--- src/rtl/lfsr_range_rng.sv ---
// XNOR Fibonacci LFSR with seed load and lock-up recovery, plus a request/response
// range unit that returns a value in [0, max_val] by mask-and-reject sampling.
module lfsr_range_rng #(
  parameter int                 WIDTH     = 10,
  parameter logic [WIDTH-1:0]   TAPS      = 10'b0000001001,
  parameter int                 OUT_W     = 8,
  parameter int                 MAX_TRIES = 4
) (
  input  logic             Clock,
  input  logic             Reset,
  input  logic             enable,
  input  logic             seed_load,
  input  logic [WIDTH-1:0] seed,
  output logic [WIDTH-1:0] state,
  output logic             lockup,
  input  logic             req_valid,
  output logic             req_ready,
  input  logic [OUT_W-1:0] max_val,
  output logic             rnd_valid,
  input  logic             rnd_ready,
  output logic [OUT_W-1:0] rnd_out
);

  localparam int               TRY_W    = (MAX_TRIES > 1) ? $clog2(MAX_TRIES) : 1;
  localparam logic [TRY_W-1:0] LAST_TRY = TRY_W'(MAX_TRIES - 1);

  typedef enum logic [1:0] {IDLE, SAMPLE, HOLD} fsm_e;

  fsm_e             fsm_q, fsm_d;
  logic [WIDTH-1:0] state_q, state_d;
  logic             lockup_q, lockup_d;
  logic [TRY_W-1:0] tries_q, tries_d;
  logic [OUT_W-1:0] max_q, max_d;
  logic [OUT_W-1:0] mask_q, mask_d;
  logic [OUT_W-1:0] rnd_q, rnd_d;

  logic             fb;
  logic [WIDTH-1:0] lfsr_next;
  logic [OUT_W-1:0] req_mask;
  logic [OUT_W-1:0] cand;
  logic             advance;

  assign fb        = ~^(state_q & TAPS);
  assign lfsr_next = {fb, state_q[WIDTH-1:1]};
  assign cand      = state_q[OUT_W-1:0] & mask_q;

  // Smear the bound rightwards: smallest all-ones mask covering max_val (0 for 0).
  always_comb begin
    req_mask = max_val;
    for (int i = 1; i < OUT_W; i = i * 2) begin
      req_mask = req_mask | (req_mask >> i);
    end
  end

  always_comb begin
    // NOTE: every combinational output gets a default first so no path infers a latch.
    fsm_d   = fsm_q;
    tries_d = tries_q;
    max_d   = max_q;
    mask_d  = mask_q;
    rnd_d   = rnd_q;
    advance = 1'b0;
    unique case (fsm_q)
      IDLE: begin
        if (req_valid) begin
          max_d   = max_val;
          mask_d  = req_mask;
          tries_d = '0;
          fsm_d   = SAMPLE;
        end
      end
      SAMPLE: begin
        advance = 1'b1;
        if (cand <= max_q) begin
          rnd_d = cand;
          fsm_d = HOLD;
        end else if (tries_q == LAST_TRY) begin
          // Dropping the top mask bit guarantees a value strictly below the bound.
          rnd_d = cand & (mask_q >> 1);
          fsm_d = HOLD;
        end else begin
          tries_d = tries_q + TRY_W'(1);
        end
      end
      HOLD: begin
        if (rnd_ready) fsm_d = IDLE;
      end
      default: fsm_d = IDLE;
    endcase
  end

  always_comb begin
    lockup_d = 1'b0;
    if (seed_load) begin
      state_d = seed;
    end else if (state_q == '1) begin
      state_d  = '0;
      lockup_d = 1'b1;
    end else if (enable || advance) begin
      state_d = lfsr_next;
    end else begin
      state_d = state_q;
    end
  end

  // NOTE: sequential state uses non-blocking assignments so all flops update together.
  always_ff @(posedge Clock) begin
    if (Reset) begin
      fsm_q    <= IDLE;
      state_q  <= '0;
      lockup_q <= 1'b0;
      tries_q  <= '0;
      max_q    <= '0;
      mask_q   <= '0;
      rnd_q    <= '0;
    end else begin
      fsm_q    <= fsm_d;
      state_q  <= state_d;
      lockup_q <= lockup_d;
      tries_q  <= tries_d;
      max_q    <= max_d;
      mask_q   <= mask_d;
      rnd_q    <= rnd_d;
    end
  end

  assign state     = state_q;
  assign lockup    = lockup_q;
  assign req_ready = (fsm_q == IDLE);
  assign rnd_valid = (fsm_q == HOLD);
  assign rnd_out   = rnd_q;

endmodule

--- config.mk ---
export PLATFORM = sky130hd
export DESIGN_NAME = lfsr_range_rng
export DESIGN_NICKNAME = d
export VERILOG_FILES = /design/src/rtl/lfsr_range_rng.sv
export SDC_FILE = /design/constraint.sdc
export NUM_CORES = 1
export LEC_CHECK = 0
export CAP_MARGIN = 10
export CORE_ASPECT_RATIO = 1.1
export CORE_MARGIN = 4
export CORE_UTILIZATION = 45
export CTS_CLUSTER_SIZE = 12
export DETAILED_ROUTE_END_ITERATION = 8
export PLACE_DENSITY = 0.76
export SETUP_SLACK_MARGIN = 0.1
export SLEW_MARGIN = 20
export SYNTH_ARGS = -nofsm -noshare
export SYNTH_HDL_FRONTEND = slang
export SYNTH_SLANG_ARGS = --single-unit
--- constraint.sdc ---
create_clock -name Clock -period 2.3 [get_ports Clock]
set_clock_uncertainty 0.2 [all_clocks]
set_input_delay 0.46 -clock Clock [delete_from_list [all_inputs] [get_ports Clock]]
set_output_delay 0.46 -clock Clock [all_outputs]
set_load 0.005 [all_outputs]
* Word-level counts from Yosys, hierarchy flattened *
Index checks and enable logic that the tools add are counted.

cells by class
  add/sub/neg operators = 1
  order comparisons = 1
  equality and inequality tests = 9
  mux-type cells = 16
  bitwise operators = 5
  reductions and logical operators = 11

operators by type and width
  cell                    count
  $mux W10                3
  $mux W8                 2
  $mux W2                 7
  $eq A10 B10 Y1 const B  1
  $reduce_xnor A10 Y1     1
  $and A8 B7 Y8           1
  $and A8 B8 Y8           1
  $le A8 B8 Y1            1
  $or A8 B4 Y8            1
  $or A8 B6 Y8            1
  $or A8 B7 Y8            1
  $ne A2 B2 Y1 const B    3
  $pmux W2 S3             1
  $eq A2 B2 Y1 const B    2
  $pmux W2 S2             1
  $reduce_and A2 Y1       2
  $reduce_and A4 Y1       1
  $reduce_bool A2 Y1      2
  $ne A3 B3 Y1 const B    1
  $reduce_and A3 Y1       1
  $reduce_bool A3 Y1      1
  $add A2 B1 Y2 const B   1
  $eq A2 B1 Y1 const B    1
  $logic_not A2 Y1        1
  4 further kinds         5

word-level totals
  register bits = 39
  logic and storage cells = 50

* Longest topological paths before layout *
  depth after elaboration = 6
  mapped depth = 8
  gate-level depth less buffers = 7

* Least setup slack after synthesis *
OpenSTA, ideal clock, no wires.

  path kind = reg2reg
  from = register state_q[5] (netlist: state[5])
  to = register tries_q[0]
  setup time = 0.118 ns
  arrival = 2.047 ns
  path slack = -0.065 ns
  stages on the path, launching flop included = 8
  buffers on the path = 0
  clock period less this slack = 2.365 ns
  path through = dfxtp_1 -> and2_1 -> ha_1 -> a211oi_1 -> or3_4 -> mux2_2 -> or4_4 -> mux2i_1

between the ends
  longest elaborated chain between the ends = 4

RTL lines
  item                                RTL line  text
  start, declared                     30        logic [WIDTH-1:0] state_q, state_d;
  start signal, assigned              118       state_q <= state_d;
  $and A8 B8 Y8                       45        assign cand = state_q[OUT_W-1:0] & mask_q;
  $le A8 B8 Y1                        74        if (cand <= max_q) begin
  $ne A2 B2 Y1 (no source line)       n/a
  $reduce_and A4 Y1 (no source line)  n/a
  end signal, assigned                120       tries_q <= tries_d;
  end, declared                       32        logic [TRY_W-1:0] tries_q, tries_d;

No other way between the ends.
A chain may end at the register's enable or synchronous reset.

* Worst setup path after layout *
  from = register mask_q[6]
  to = register tries_q[0]

between the ends
  longest elaborated chain between the ends = 4

RTL lines
  item                                RTL line  text
  start, declared                     34        logic [OUT_W-1:0] mask_q, mask_d;
  start signal, assigned              122       mask_q <= mask_d;
  $and A8 B8 Y8                       45
  $le A8 B8 Y1                        74
  $ne A2 B2 Y1 (no source line)       n/a
  $reduce_and A4 Y1 (no source line)  n/a

No other way between the ends.

==> metrics.yaml <==
async_flop_share: 0
hold_slack_ps: 259
hold_buffers: 0
antenna_found_initial: 0
yosysMostFrequentCell: "dfxtp_1"
final_layout_size_suffix_gt1_frac: 0.199
worstHoldEndpoint: "max_q[3]"
slowest_stage: "or4_4"
synth_top_area_share: 0.394
clock_sinks: 38
synth_seq_cells: 38
peakVddDrop_mv: 0.466
slew_headroom: 0.729
fin_util: 0.682
wirelength_microns: 5020
numPortBuffers: 44
p_leak_uw: 0.00107
antenna_left: 0
reg2reg_depth: 7
timing_worst_setup_path_type: "flip-flop to flip-flop"
die-area_sq_um: 5400
netlist_instances: 238
synth_common_cells: "dfxtp_1, nor2_1, nand2_1, a21oi_1, a211oi_1"
switching_share: 0.292
min_period_ps: 2320
ioPinCount: 45
required_ps: 2280
setup_viol: 2
end_kind: "flip-flop"
syn_area_sq_um: 1930
synth-simple-area-share: 0.246
power_frac_seq: 0.424
crit_chain: "and2_4 > ha_4 > nor2_1 > or3_4 > mux2_4 > or4_4 > mux2i_1"
gp_congestion: 0.828
rsz0062_at_grt: "true"
drtIter0Drc: 117
syn_nets: 269
pwr-share-comb: 0.327
yosysWarnings: 0
synth-edff-count: 0
cts_buffer_depth: 2
slew_viol_final: 0
synth-adder-area-share: 0.0454
power_density_nw_per_um2: 671
clk_latency_ps: 280
die-height_microns: 76.7
yosys-top-cells-area: "dfxtp_1, a211oi_1, nor2_1, a21oi_1, nand2_1"
synth_top_flop_cell: "dfxtp_1"
dp.final_hpwl_microns: 3890
drc: 0
r2r-start: "mask_q[6]"
synth_top_area_cell: "dfxtp_1"
grt_pass1_vias: 1782
crit_path_max_fanout: 4
hp-class: "flip-flop to flip-flop"
fin_crit_sh: 1.01
holdPathStages: 2
rrSetupSlack_ps: -20
wl_per_cell_microns: 14.0
max_freq_mhz: 431
grt_pass1_wl_microns: 8360
seq_area_frac_synth: 0.394
maxCapViolations: 0
syn_to_final_growth_pct: 43.2
startpoint_type: "flip-flop"
synth.distinct_cells: 34
placeableCoreArea_sq_um: 4050
yosys.area_share.xor_xnor: 0.00454
cpPeakStageDelay_ps: 450
cts_setup_buffers: 0
cts.clk_slew.worst_paths_ps: 70
r2r-end: "tries_q[0]"
fp.dieW_microns: 70.5
vias: 1935
intPower_uw: 1310
clock_power_share: 0.249
n_antenna_cell: 0
grt_remaining_overflow: 0
outcome: "finished with violations"
cts_tree: "yes"
initial_core_util: 0.476
hp-start: "max_q[3]"
cts_made_buffers: 5
grt_max_degree: 23
cts_root_buf: "clkbuf_8"
grt_usage: 0.190
synthMuxAreaShare: 0.0506
first_pass_iters: 4
synth_compound_area_frac: 0.217
core.rowCount: 24
violations: "setup timing"
vias_per_cell: 5.39
power_switching_uw: 543
htreeDepth: 2
worst_slew_pin_slew_ps: 403
fin_nets: 337
report.final.hold_viol_count: 0
worstPathArrival_ps: 2300
synth_top_family_by_area: "simple AND/OR/NAND/NOR gates"
fin_ws_ps: -21.7
avgSynthCellArea_sq_um: 8.11
==> critical path: cells and delay by family, from the launching register on <==
family,cells,cell delay (ps)
and+or+nand+nor,4,1020
muxes,2,420
DFF,1,320
adders and majority gates,1,260
==> metal layers <==
layer,wire [microns],vias to the layer above,track usage,part of all wire
met2,2370,50,0.293,0.47
met5,0,-,0,0
li1,-,988,-,-
met1,2310,888,0.254,0.46
met4,91,0,0.0805,0.018
met3,254,9,0.0418,0.051
==> cell type report <==
cell class	instances	area, sq um
repair buffers	75	673
multi-input cells	178	1140
inverters	8	30.0
flip-flops and latches	38	766
fillers	345	1290
clock inverters	1	5.00
well taps	52	65.1
clock buffers	7	86.3
==> flip-flops by register name, summed over array words and instances (netlist names) <==
register	cells
state	10
max_q	8
rnd_out	8
mask_q	7
fsm_q	2
tries_q	2
lockup	1
==> power by group through the flow <==
stage	logic [uW]	clock network (uW)	registers [uW]
5_1_grt	665	506	799
3_3_place_gp	582	0	796
6_report	607	462	787
4_1_cts	603	470	787
3_5_place_dp	594	0	801
2_1_floorplan	293	0	803
==> cells in the final DEF, fill, tap and decap left out, drive strengths merged, types with 3 or more instances in the layout <==
cell type | Yosys | routed
a211oi | 19 | 19
a21oi | 23 | 23
a22oi | 10 | 10
and2 | 7 | 7
and4 | 3 | 3
buf | 1 | 31
clkbuf | 13 | 7
clkdlybuf4s50 | 0 | 44
dfxtp | 38 | 38
ha | 7 | 7
inv | 8 | 8
mux2 | 6 | 6
mux2i | 3 | 3
nand2 | 28 | 28
nand2b | 3 | 3
nand3 | 4 | 4
nor2 | 32 | 32
nor2b | 4 | 4
nor3 | 7 | 7
nor4 | 3 | 3
==> cells by family after synthesis <==
group                      Yosys count
DFF                                 38
adders and majority gates            7
and+or+nand+nor                     99
xor gates and xnor gates             1
buffers and inverters               22
muxes                                9
AOI/OAI and AO/OA                   62
==> how the worst max path moves through the flow <==
| stage | slack, ps | start | to | cells past startpoint |
|---|---|---|---|---|
| 2_1_floorplan | -50 | state[6] | tries_q[0] | 7 |
| 3_3_place_gp | -60 | mask_q[6] | tries_q[0] | 7 |
| 3_5_place_dp | -90 | mask_q[6] | tries_q[0] | 7 |
| 4_1_cts | -9 | state[6] | tries_q[0] | 7 |
| 5_1_grt | -70 | state[4] | rnd_out[5] | 9 |
| 6_report | -20 | mask_q[6] | tries_q[0] | 7 |
==> what timing repair did <==
action	in CTS	in global routing
pin swaps	6	2
resized for setup	4	2
endpoints found under the setup margin	3	12
==> through the flow <==
stage                     total power [uW]  area (sq um)  TNS [ps]  std cells  setup slack, ps
after global placement                1380          2650      -125        351            -58.2
after floorplan                       1100          1970     -90.0        238            -45.0
after global routing                  1970          2760      -492        359            -69.7
final                                 1860          2760     -36.8        359            -21.7
after detailed placement              1390          2650      -226        351            -91.7
after CTS                             1860          2760     -12.6        359            -8.66
Power figures use the tool's default switching activity.
